===== src/rtl/reg_share_arb_if.sv =====
// rtl/reg_share_arb_if.sv - request/grant and shared-register signal bundle for reg_share_arb
//
// Purpose: groups the requester side (req/lock/data/clr) and the shared register
// side (gnt/reg_en/reg_rst/reg_d/owner/wcount) of the arbiter.
// Ports (signals):
//   req[R], lock[R], data[R*N], clr      requester -> arbiter
//   gnt[R], reg_en, reg_rst, reg_d[N]    arbiter -> requesters / shared register
//   owner[IW], wcount[16]                arbiter status
// Modports: master (requesters / bench), slave (arbiter).
interface reg_share_arb_if #(
  parameter int N  = 64,
  parameter int R  = 4,
  parameter int IW = (R > 1) ? $clog2(R) : 1
);
  logic [R-1:0]   req;
  logic [R-1:0]   lock;
  logic [R*N-1:0] data;
  logic           clr;
  logic [R-1:0]   gnt;
  logic           reg_en;
  logic           reg_rst;
  logic [N-1:0]   reg_d;
  logic [IW-1:0]  owner;
  logic [15:0]    wcount;

  modport master (
    output req, lock, data, clr,
    input  gnt, reg_en, reg_rst, reg_d, owner, wcount
  );

  modport slave (
    input  req, lock, data, clr,
    output gnt, reg_en, reg_rst, reg_d, owner, wcount
  );
endinterface


===== src/rtl/reg_share_arb.sv =====
// rtl/reg_share_arb.sv - round-robin write arbiter for a shared enable/reset register
//
// Purpose: lets R requesters take turns writing one N-bit register, with locked
// multi-cycle ownership, a synchronous clear and a saturating write counter.
// Ports:
//   clk    system clock, all state on posedge
//   reset  synchronous active-high reset
//   bus    reg_share_arb_if.slave: req/lock/data/clr in; gnt/reg_en/reg_rst/reg_d/owner/wcount out
module reg_share_arb #(
  parameter int N = 64,
  parameter int R = 4
) (
  input logic             clk,
  input logic             reset,
  reg_share_arb_if.slave  bus
);
  localparam int IW = (R > 1) ? $clog2(R) : 1;
  localparam logic [R-1:0] GNT_ONE = R'(1);

  typedef enum logic [1:0] {IDLE, WRITE, HOLD, CLEAR} state_t;

  state_t        state_q;
  logic [IW-1:0] ptr_q;
  logic [IW-1:0] owner_q;
  logic [R-1:0]  gnt_q;
  logic          en_q;
  logic          rst_q;
  logic [N-1:0]  d_q;
  logic [15:0]   wcount_q;

  logic          busy;
  logic          hold_go;
  logic [R-1:0]  elig;
  logic [IW-1:0] cand;
  logic          win_found;
  logic [IW-1:0] win_idx;

  // The owner's req is still high for one cycle after its grant, so it is
  // masked out of arbitration while the owner is writing.
  always_comb begin
    busy      = (state_q == WRITE) || (state_q == HOLD);
    hold_go   = busy && bus.req[owner_q] && bus.lock[owner_q];
    elig      = busy ? (bus.req & ~(GNT_ONE << owner_q)) : bus.req;
    cand      = '0;
    win_found = 1'b0;
    win_idx   = '0;
    // Search ptr+1, ptr+2, ... wrapping modulo R; the first eligible bit wins.
    for (int k = 1; k <= R; k++) begin
      cand = IW'((int'(ptr_q) + k) % R);
      if (!win_found && elig[cand]) begin
        win_found = 1'b1;
        win_idx   = cand;
      end
    end
  end

  always_ff @(posedge clk) begin
    if (reset) begin
      state_q  <= IDLE;
      ptr_q    <= IW'(R - 1);
      owner_q  <= '0;
      gnt_q    <= '0;
      en_q     <= 1'b0;
      rst_q    <= 1'b0;
      d_q      <= '0;
      wcount_q <= '0;
    end else if (bus.clr) begin
      // Abort any write; ptr and owner are left alone, pending reqs stay pending.
      state_q <= CLEAR;
      gnt_q   <= '0;
      en_q    <= 1'b0;
      rst_q   <= 1'b1;
    end else if (hold_go) begin
      state_q <= HOLD;
      gnt_q   <= '0;
      en_q    <= 1'b1;
      rst_q   <= 1'b0;
      d_q     <= bus.data[owner_q*N +: N];
      if (wcount_q != 16'hFFFF) wcount_q <= wcount_q + 16'd1;
    end else if (win_found) begin
      state_q <= WRITE;
      gnt_q   <= GNT_ONE << win_idx;
      en_q    <= 1'b1;
      rst_q   <= 1'b0;
      d_q     <= bus.data[win_idx*N +: N];
      owner_q <= win_idx;
      ptr_q   <= win_idx;
      if (wcount_q != 16'hFFFF) wcount_q <= wcount_q + 16'd1;
    end else begin
      state_q <= IDLE;
      gnt_q   <= '0;
      en_q    <= 1'b0;
      rst_q   <= 1'b0;
    end
  end

  assign bus.gnt     = gnt_q;
  assign bus.reg_en  = en_q;
  assign bus.reg_rst = rst_q;
  assign bus.reg_d   = d_q;
  assign bus.owner   = owner_q;
  assign bus.wcount  = wcount_q;
endmodule


===== src/flat_wrapper.sv =====
// flat-port wrapper written by rule: the top's interface ports become plain ports
module reg_share_arb_flat 
#(
  parameter int N = 64,
  parameter int R = 4
)
  (clk, reset, bus_req, bus_lock, bus_data, bus_clr, bus_gnt, bus_reg_en, bus_reg_rst, bus_reg_d, bus_owner, bus_wcount);
  reg_share_arb_if #(.N(N), .R(R)) bus_i ();
  input logic clk;
  input logic reset;
  input wire logic [$bits(bus_i.req)-1:0] bus_req;
  input wire logic [$bits(bus_i.lock)-1:0] bus_lock;
  input wire logic [$bits(bus_i.data)-1:0] bus_data;
  input wire logic [$bits(bus_i.clr)-1:0] bus_clr;
  output wire logic [$bits(bus_i.gnt)-1:0] bus_gnt;
  output wire logic [$bits(bus_i.reg_en)-1:0] bus_reg_en;
  output wire logic [$bits(bus_i.reg_rst)-1:0] bus_reg_rst;
  output wire logic [$bits(bus_i.reg_d)-1:0] bus_reg_d;
  output wire logic [$bits(bus_i.owner)-1:0] bus_owner;
  output wire logic [$bits(bus_i.wcount)-1:0] bus_wcount;
  assign bus_i.req = bus_req;
  assign bus_i.lock = bus_lock;
  assign bus_i.data = bus_data;
  assign bus_i.clr = bus_clr;
  assign bus_gnt = bus_i.gnt;
  assign bus_reg_en = bus_i.reg_en;
  assign bus_reg_rst = bus_i.reg_rst;
  assign bus_reg_d = bus_i.reg_d;
  assign bus_owner = bus_i.owner;
  assign bus_wcount = bus_i.wcount;
  reg_share_arb #(.N(N), .R(R)) u_core (.clk(clk), .reset(reset), .bus(bus_i));
endmodule

===== config.mk =====
export PLATFORM = sky130hd
export DESIGN_NAME = reg_share_arb_flat
export DESIGN_NICKNAME = d
export VERILOG_FILES = /design/src/rtl/reg_share_arb_if.sv /design/src/rtl/reg_share_arb.sv /design/src/flat_wrapper.sv
export SDC_FILE = /design/constraint.sdc
export NUM_CORES = 1
export LEC_CHECK = 0
export BUFFER_PORTS_ARGS = -buffer_cell sky130_fd_sc_hd__buf_2
export CORE_AREA = 3 3 136 138
export CTS_CLUSTER_DIAMETER = 150
export DETAILED_ROUTE_END_ITERATION = 12
export DIE_AREA = 0 0 139 141
export GPL_ROUTABILITY_DRIVEN = 1
export HOLD_SLACK_MARGIN = 0.03
export RECOVER_POWER = 25
export SKIP_CTS_REPAIR_TIMING = 1
export SLEW_MARGIN = 10
export SYNTH_ARGS = -nofsm -noshare
export SYNTH_HDL_FRONTEND = slang
export SYNTH_SLANG_ARGS = --single-unit

===== constraint.sdc =====
create_clock -name clk -period 2.34 [get_ports clk]
set_input_delay 0.468 -clock clk [delete_from_list [all_inputs] [get_ports clk]]
set_output_delay 0.468 -clock clk [all_outputs]
set_load 0.03 [all_outputs]

==> run_results.csv, run 1 <==
group,metric,value,unit
logic_synthesis,synth_xor_area_share,1.64,%
logic_synthesis,synth_fa_ha_area_share,0.241,%
finish,nNetsFinal,1210,
grt,grt_usage,17.8,%
timing,fin_crit_sh,103,%
critical_path,crit_type,"register to register",
route,dr.pass1.iters,4,
critical_path,cp.arrival,2620,ps
critical_path,crit_slowest_cell,"o41ai_2",
timing,timing.hold.ws,422,ps
cts,clockRootBuffer,"clkbuf_16",
route,viasPerCell,4.88,
finish,syn_to_final_growth,63.7,%
cts,cts-buffers-inserted,9,
timing,hold_viol_final,0,
critical_path,crit_buf_inv,5,
timing,clock_skew,10.2,ps
timing,setup_ws,-80.9,ps
cts,clk_pin_slew,70,ps
logic_synthesis,yosys.area.top_type,"dfxtp_1",
critical_path,slowest_delay,460,ps
die,die_area,19600,sq um
logic_synthesis,synth_cells,536,
grt,antenna_found_initial,0,
route,top_layer,"met4",
critical_path,cp.required,2540,ps
finish,utilization,49.1,%
route,route.layer.met1.wl,8.24,mm
run,cap_viol_max_count,0,
die,die_h,141,um
die,die_w,139,um
logic_synthesis,yosys_warnings,0,
logic_synthesis,syn_area,5190,sq um
logic_synthesis,synth_compound_area_share,15.6,%
grt,grt_pass1_wl,28.5,mm
logic_synthesis,avgSynthCellArea,9.68,sq um
power,worst_ir_drop_vdd,0.000321,V
die,pin_count,355,
timing,rsz0062_at_grt,"yes",
logic_synthesis,synth_top_family_by_area,"multiplexers",
cts,cts_tree,"yes",
logic_synthesis,yosysUniqueCellTypes,53,
route,wl_per_cell,17.1,um
timing,period_minus_slack,2420,ps
logic_synthesis,async_flop_share,0,%
grt,grt_pass1_vias,5608,
timing,slew_headroom,60.1,%
finish,n_antenna_cell,0,
finish,drive_gt1_share,51.6,%
cts,clock_path_buffers,2,
power,powerDensity,723,nW/um^2
logic_synthesis,synth_edf_count,0,
place,gp_congestion,0.891,
route,drt-initial-drc-count,206,
logic_synthesis,synth.ff_latch_count,92,
critical_path,crit_family,"compound AO/OA/AOI/OAI gates",
logic_synthesis,synth.area.mux_share,27.8,%
logic_synthesis,yosys.area_share.simple,13.4,%
logic_synthesis,synth_nets,804,
route,drt_wl_total,20.0,mm
critical_path,path_cells,"buf_6, buf_6, or2b_1, nor3_2, o41ai_2, o21a_4, buf_12, clkbuf_16, buf_4, mux2i_1, o221ai_1",
logic_synthesis,ys_seq_area_share,35.5,%
logic_synthesis,netlist.area_leader.share,35.5,%
power,power_leakage,4.25,nW
die,start_util,30.0,%
die,coreArea,17300,sq um
grt,grt_max_degree,40,
cts,cts_sinks,92,
timing,max_freq,413,MHz
route,ant_nets,0,
critical_path,start_kind,"register",
hold_path,hold_path_class,"input pin to register",
grt,overflow,0,
route,vias,5721,
cts,clk-insertion-delay-late,340,ps
timing,setup_violations,43,
timing,slew_viol_final,0,
logic_synthesis,synthTopCellsByArea,"dfxtp_1 (36%), mux2i_1 (25%), o221ai_1 (11%)",
critical_path,endpoint_kind,"register",
die,row_count,48,
cts,cts_max_level,3,
place,dp_hpwl,14.9,mm
logic_synthesis,ys.flop_type,"dfxtp_1",
route,dr_wl_met3,1.14,mm
run_status,status,"complete, but fails checks",
route,route.met2.wl,10.1,mm
timing,tightest_slew,597,ps
route,drc,0,
place,placed_area,7660,sq um
finish,stdcell_area,8490,sq um
critical_path,worst-path-max-fanout,11,
critical_path,critPathMostFrequentCell,"buf_6",
place,portBuffers,354,
run_status,violations,"negative setup slack",
[flip-flops by register name, indices dropped and copies added, names as in the netlist]
| signal | cells |
|---|---|
| u_core.bus.reg_rst | 1 |
| u_core.bus.gnt | 4 |
| u_core.bus.reg_en | 1 |
| u_core.ptr_q | 2 |
| u_core.bus.owner | 2 |
| u_core.bus.wcount | 16 |
| u_core.state_q | 2 |
| u_core.bus.reg_d | 64 |
[cells by family (layout without fill, tap and decap cells)]
group,count (synthesis),in the layout
and+or+nand+nor,152,153
muxes,140,140
AOI/OAI and AO/OA,96,96
DFF,92,92
buffers and inverters,47,457
xor gates and xnor gates,8,8
adders and majority gates,1,1
[Yosys cell counts (3+ instances only)]
cell and instances:
a21oi_1 8, nand3_1 7, nand2_1 77, mux2i_1 130, inv_1 5, or2_2 3, mux2_2 5, nor2b_1 8
nor3_1 5, xnor2_1 5, o31ai_1 3, nor4_1 8, buf_2 5, buf_6 14, o21ai_0 6, dfxtp_1 92
mux2_1 3, nor2_1 24, and2_1 6, clkbuf_1 19, o221ai_1 64
[cells in the final DEF (no fill, tap or decap), types with 5 or more instances in the layout]
cell type / count
buf_6: 21
buf_2: 328
nand3_1: 7
mux2i_1: 111
inv_1: 5
xnor2_1: 5
clkbuf_1: 28
nor2_1: 24
mux2i_2: 14
nor2b_1: 8
dfxtp_1: 88
o221ai_1: 61
a21oi_1: 5
mux2i_4: 5
clkbuf_16: 14
mux2_4: 5
buf_4: 42
o21ai_0: 5
and2_1: 6
buf_12: 10
nand2_1: 76
[worst min-delay path, stage by stage]
cell	delay, ps
buf_2	80
mux2i_2	60
o221ai_2	120
[path summary, 6_finish.rpt]
kind / startpoint / to / slack [ps] / cells after the start
worst max-delay path: u_core.bus.owner[0] / u_core.bus.reg_d[60] / -80 / 11
worst min-delay path: bus_data[246] / u_core.bus.reg_d[54] / 420 / 3
worst max register to register: u_core.bus.owner[0] / u_core.bus.reg_d[60] / -80 / 11
worst min register to register: u_core.bus.reg_d[61] / u_core.bus.reg_d[61] / 460 / 2
[report_power, final]
group / total (W) / switching [W] / internal, W
Combinational: 0.00276 / 0.00146 / 0.00130
Sequential: 0.00191 / 0.000119 / 0.00179
Clock: 0.00146 / 0.000603 / 0.000857
[routing by layer]
| metal | up-vias | global-route usage (%) |
|---|---|---|
| li1 | 2840 | - |
| met1 | 2624 | 21.0 |
| met2 | 232 | 31.7 |
| met3 | 25 | 3.19 |
| met4 | 0 | 7.47 |
| met5 | - | 0 |
[final cells by class]
class	count	area, sq um
clock inverters	4	48.8
multi-input cells	398	3360
fillers	1669	8810
well taps	225	282
inverters	6	27.5
clock buffers	12	246
flip-flops and latches	92	1850
repair buffers	435	2670
[stage by stage]
stage / std cells / total power (W) / setup WS [ps] / setup TNS [ps]
after floorplan: 536 / 0.00345 / -207 / -1120
after global placement: 1141 / 0.00436 / -196 / -12120
after CTS: 1157 / 0.00585 / -68.5 / -2010
after detailed placement: 1141 / 0.00437 / -243 / -13030
after global routing: 1172 / 0.00645 / -196 / -8240
final: 1172 / 0.00613 / -80.9 / -1530
No activity file was read; power rests on OpenSTA's default activity.
==> run 2, diff against run 1 <==
Settings changed: ABC_AREA set to 1, CORE_AREA 3 3 136 138 to not set, CORE_MARGIN set to 3, CORE_UTILIZATION set to 38, DIE_AREA 0 0 139 141 to not set, PLACE_DENSITY set to 0.71.
==> run 2 against run 1 <==
Effect of this change: the run still ends with negative setup slack left; sequential share of layout area is 4.7 points lower; via count up 71%; global-route usage rose by 5.0 points; cell count grew 69%; first-iteration DRC count rose to 4.1 times the previous value; critical path depth increased by 5; combinational power grew to 6.0 times the previous value; synthesized cell count grew to 2.5 times the previous value.
==> run_results.csv, run 2 <==
group,metric,value,unit
timing,setup_ws,-34.2,ps
timing,tightest_slew,496,ps
route,wl_per_cell,15.6,um
power,powerDensity,1910,nW/um^2
die,die_h,145,um
route,vias,9758,
run,cap_viol_max_count,0,
logic_synthesis,ys.flop_type,"dfxtp_1",
logic_synthesis,yosys.area.top_type,"dfxtp_1",
route,viasPerCell,4.94,
logic_synthesis,yosysUniqueCellTypes,33,
die,coreArea,18800,sq um
die,start_util,39.0,%
power,p_switching,0.0112,W
die,row_count,50,
finish,n_antenna_cell,0,
logic_synthesis,async_flop_share,0,%
finish,register_area,1860,sq um
finish,mostFrequentLayoutCell,"buf_2",
grt,grt_pass1_vias,8373,
finish,drive_gt1_share,30.6,%
logic_synthesis,synth_most_common_cell,"inv_1",
critical_path,crit_type,"register to register",
timing,fin_tns_setup,-260,ps
power,internal-power,0.00955,W
cts,cts_sinks,92,
logic_synthesis,synth.ff_latch_count,92,
timing,rsz0062_at_grt,"yes",
timing,clock_skew,9.24,ps
power,p_sw_share,53.9,%
timing,period_minus_slack,2370,ps
place,dp_hpwl,19.0,mm
route,drc,0,
grt,overflow,0,
logic_synthesis,synth.area.mux_share,0,%
logic_synthesis,avgSynthCellArea,5.42,sq um
place,placed_area,9440,sq um
route,ant_nets,0,
cts,clock_path_buffers,2,
run_status,status,"complete, but fails checks",
grt,grt_max_degree,70,
logic_synthesis,synth_nets,1623,
timing,setup_violations,18,
timing,max_freq,421,MHz
route,drt_wl_total,30.9,mm
critical_path,worst-path-max-fanout,15,
grt,antenna_found_initial,0,
finish,largest_reg_flops,64,
critical_path,cp.arrival,2620,ps
power,power_leakage,6.72,nW
place,portBuffers,354,
power,p_clk_share,7.6,%
finish,syn_to_final_growth,48.2,%
cts,clockRootBuffer,"clkbuf_16",
finish,multi_input_area,4150,sq um
cts,clk-insertion-delay-late,350,ps
run_status,violations,"negative setup slack",
route,dr.pass1.iters,5,
place,gp_congestion,0.909,
logic_synthesis,synthTopCellsByArea,"dfxtp_1 (25%), nand3_1 (24%), inv_1 (18%)",
die,pin_count,355,
logic_synthesis,synth_fa_ha_area_share,0.171,%
timing,fin_crit_sh,101,%
timing,hold_viol_final,0,
hold_path,hold_path_class,"input pin to register",
timing,slew_viol_final,0,
timing,slew_headroom,66.7,%
cts,cts_tree,"yes",
cts,cts-buffers-inserted,9,
grt,grt_usage,22.8,%
logic_synthesis,synth_edf_count,0,
critical_path,endpoint_kind,"register",
power,worst_ir_drop_vdd,0.000974,V
route,drt-initial-drc-count,836,
power,combPwrFrac,80.0,%
finish,fillers,1877,
finish,stdcell_area,10900,sq um
cts,clk_pin_slew,70,ps
logic_synthesis,synth_top_family_by_area,"simple AND/OR/NAND/NOR gates",
logic_synthesis,netlist.area_leader.share,25.1,%
timing,timing.hold.ws,421,ps
finish,layout_common_cells,"buf_2 (354), inv_1 (345), nand3_1 (316), nand2_1 (242), nor2_1 (147)",
logic_synthesis,synth_compound_area_share,2.63,%
die,die_w,145,um
power,seqPwrFrac,12.4,%
logic_synthesis,yosys.area_share.simple,47.0,%
critical_path,cp.required,2590,ps
finish,nNetsFinal,1978,
logic_synthesis,yosys-top-cells-count,"inv_1 (350), nand3_1 (348), nand2_1 (262)",
logic_synthesis,ys_seq_area_share,25.1,%
logic_synthesis,synth_xor_area_share,0.938,%
logic_synthesis,syn_area,7340,sq um
logic_synthesis,synth_cells,1355,
die,die_area,21000,sq um
cts,cts_max_level,3,
critical_path,start_kind,"register",
grt,grt_pass1_wl,40.4,mm
logic_synthesis,yosys_warnings,0,
-- run 2: power groups by stage --
| stage | clock, W | sequential, W | combinational, W |
|---|---|---|---|
| global route | 0.00168 | 0.00263 | 0.0179 |
| finish | 0.00158 | 0.00256 | 0.0166 |
| CTS | 0.00160 | 0.00250 | 0.0118 |
| detailed placement | 0 | 0.00253 | 0.0118 |
| global placement | 0 | 0.00252 | 0.0117 |
| floorplan | 0 | 0.00357 | 0.00792 |
-- run 2: final cells by class --
cell class / count / share of cell area, %
clock buffer: 9 / 2.07
tap: 260 / 2.99
timing repair buffer: 423 / 26.6
clock inverter: 7 / 0.794
inverter: 355 / 12.3
sequential: 92 / 17.1
multi-input combinational: 829 / 38.1
-- run 2: worst paths after layout --
kind / startpoint / slack (ps) / to / depth (start not counted)
min reg2reg: u_core.bus.wcount[15] / 490 / u_core.bus.wcount[15] / 2
min: bus_clr / 420 / u_core.state_q[0] / 3
max reg2reg: u_core.ptr_q[0] / -30 / u_core.bus.reg_d[52] / 16
max: u_core.ptr_q[0] / -30 / u_core.bus.reg_d[52] / 16
-- run 2: layer usage --
layer / vias up / GRT usage, % / share of wire, %
li1: 4800 / - / -
met1: 4382 / 28.6 / 41
met2: 524 / 40.5 / 49
met3: 52 / 3.69 / 8.3
met4: 0 / 6.56 / 1.7
met5: - / 0 / 0
-- run 2: logic make-up (layout without fill, tap and decap cells) --
group / Yosys count / after routing
fa+ha+maj: 1 / 1
buf+inv: 435 / 794
flops: 92 / 92
simple gates: 786 / 787
xor+xnor: 7 / 7
compound gates: 34 / 34
-- run 2: worst max-delay path: stages (launching register included) --
cell	delay, ps
dfxtp_4	460
clkinvlp_4	270
nand3_4	160
nand2_2	80
nand2_2	80
nand2_2	60
nand2_2	60
nand3_1	80
nand2_2	140
nand2_8	150
nand2_8	190
buf_8	210
nand2_1	70
nand3_1	70
nand3_1	70
nand2_1	60
inv_1	40
-- run 2: metrics by stage --
| step | setup WS, ps | instances | util, % | power [W] |
|---|---|---|---|---|
| global route | -150 | 1975 | 57.8 | 0.0222 |
| detailed placement | -79.8 | 1923 | 50.1 | 0.0143 |
| global placement | -75.1 | 1923 | 50.1 | 0.0142 |
| finish | -34.2 | 1975 | 57.8 | 0.0207 |
| CTS | -88.7 | 1939 | 51.8 | 0.0159 |
| floorplan | 95.8 | 1355 | - | 0.0115 |
==> run 3, diff against run 2 <==
Settings changed: CTS_BUF_LIST set to sky130_fd_sc_hd__clkbuf_8.
==> run 3 against run 2 <==
Effect of this change: the flow now finishes without violations; utilization fell by 1.7 points; wire length fell by 2.9%; cell count barely moved; clock skew rose by 5.2 ps; sequential power barely moved; combinational power fell by 4%; critical path depth fell by 1; largest power group unchanged; count of clock-buffer cells in the layout did not move; total power fell by 4.8%; worst hold slack got worse by 45 ps; non-clock buffer count fell by 1; largest cell class unchanged.
==> run_results.csv, run 3 (same netlist as run 2, synthesis figures left out) <==
group,metric,value,unit
run,cap_viol_max_count,0,
critical_path,endpoint_kind,"register",
route,vias,9648,
die,start_util,39.0,%
timing,period_minus_slack,2270,ps
place,portBuffers,354,
timing,slew_headroom,65.5,%
grt,grt_pass1_vias,8353,
grt,grt_max_degree,70,
cts,cts_tree,"yes",
critical_path,reg2reg_depth,15,
die,die_h,145,um
cts,cts_max_level,3,
hold_path,holdPathStages,3,
die,coreArea,18800,sq um
grt,overflow,0,
die,row_count,50,
finish,largest_reg_flops,64,
finish,layout_common_cells,"inv_1 (348), nand3_1 (337), buf_2 (323), nand2_1 (253), nor2_1 (147)",
hold_path,hold_path_class,"input pin to register",
cts,clk-insertion-delay-late,390,ps
power,powerDensity,1870,nW/um^2
critical_path,worst-path-max-fanout,5,
finish,fillers,1945,
run_status,status,"completed",
critical_path,crit_type,"register to register",
grt,grt_pass1_wl,40.3,mm
route,wl_per_cell,15.2,um
critical_path,start_kind,"register",
timing,hold_viol_final,0,
critical_path,cp.required,2630,ps
place,placed_area,9440,sq um
critical_path,cp.arrival,2560,ps
route,drt_wl_total,30.0,mm
cts,clk_pin_slew,120,ps
die,pin_count,355,
finish,utilization,56.0,%
finish,syn_to_final_growth,43.8,%
finish,drive_gt1_share,26.6,%
power,worst_ir_drop_vdd,0.00107,V
route,viasPerCell,4.88,
timing,clock_skew,14.5,ps
route,ant_nets,0,
timing,setup_violations,0,
route,drt-initial-drc-count,740,
finish,mostFrequentLayoutCell,"inv_1",
die,die_area,21000,sq um
place,dp_hpwl,19.0,mm
cts,clockRootBuffer,"clkbuf_8",
timing,fin_crit_sh,96.9,%
timing,max_freq,441,MHz
timing,timing.hold.ws,377,ps
place,gp_congestion,0.909,
timing,slew_viol_final,0,
finish,stdcell_area,10600,sq um
grt,antenna_found_initial,1,
route,dr.pass1.iters,5,
die,die_w,145,um
cts,cts_sinks,92,
route,drc,0,
finish,nNetsFinal,1978,
timing,rsz0062_at_grt,"yes",
timing,tightest_slew,513,ps
grt,grt_usage,22.8,%
power,power_leakage,6.49,nW
cts,clock_path_buffers,2,
cts,cts-buffers-inserted,9,
-- run 3: cell count changes in the layout (fill, tap and decap cells not counted), sizes merged --
cell	change
diode	+1
inv	-1
nand2	+1
clkbuf	+30
buf	-31
clkinv	+1
-- run 3: power by group --
part	switching, W	internal [W]
logic	0.00971	0.00627
registers	0.000382	0.00217
clock network	0.000687	0.000521
total	0.0108	0.00896
-- run 3: layout make-up --
type,count,area (sq um),area share (%)
sequential,92,1860,17.6
timing repair buffer,422,2860,27.1
multi-input combinational,830,3970,37.6
inverter,355,1340,12.7
clock buffer,9,124,1.17
antenna,1,2.50,0.0237
clock inverter,7,86.3,0.818
tap,260,325,3.08
-- run 3: layer usage --
metal	global-route usage [%]	vias up	share of wire, %
li1	-	4799	-
met1	28.5	4284	40
met2	40.4	512	49
met3	3.75	53	8.9
met4	6.32	0	2.0
met5	0	-	0
-- run 3: critical path, stage by stage, from the launching register on --
cell and delay [ps]:
dfxtp_4 410, inv_2 70, nor2_4 110, buf_4 120, a22oi_1 60, nand2_1 60
nand2_1 70, nor2_4 190, buf_6 160, inv_4 50, a21oi_4 270, buf_4 180
clkbuf_16 140, nand2_1 60, o21ai_0 170, a21oi_1 50
-- run 3: worst paths after layout --
check / startpoint / to / slack, ps
worst max-delay path: u_core.bus.owner[1] / u_core.bus.wcount[12] / 70
worst min-delay path: bus_clr / u_core.state_q[0] / 380
worst max register to register: u_core.bus.owner[1] / u_core.bus.wcount[12] / 70
worst min register to register: u_core.bus.wcount[15] / u_core.bus.wcount[15] / 500
-- run 3: stage by stage --
stage	setup slack (ps)	total power, W	setup TNS (ps)	cells
2_1_floorplan	95.8	0.0115	0	1355
3_3_place_gp	-75.1	0.0142	-546	1923
3_5_place_dp	-79.8	0.0143	-722	1923
4_1_cts	-93.3	0.0156	-1220	1939
5_1_grt	-85.0	0.0212	-3480	1976
6_report	73.4	0.0197	0	1976
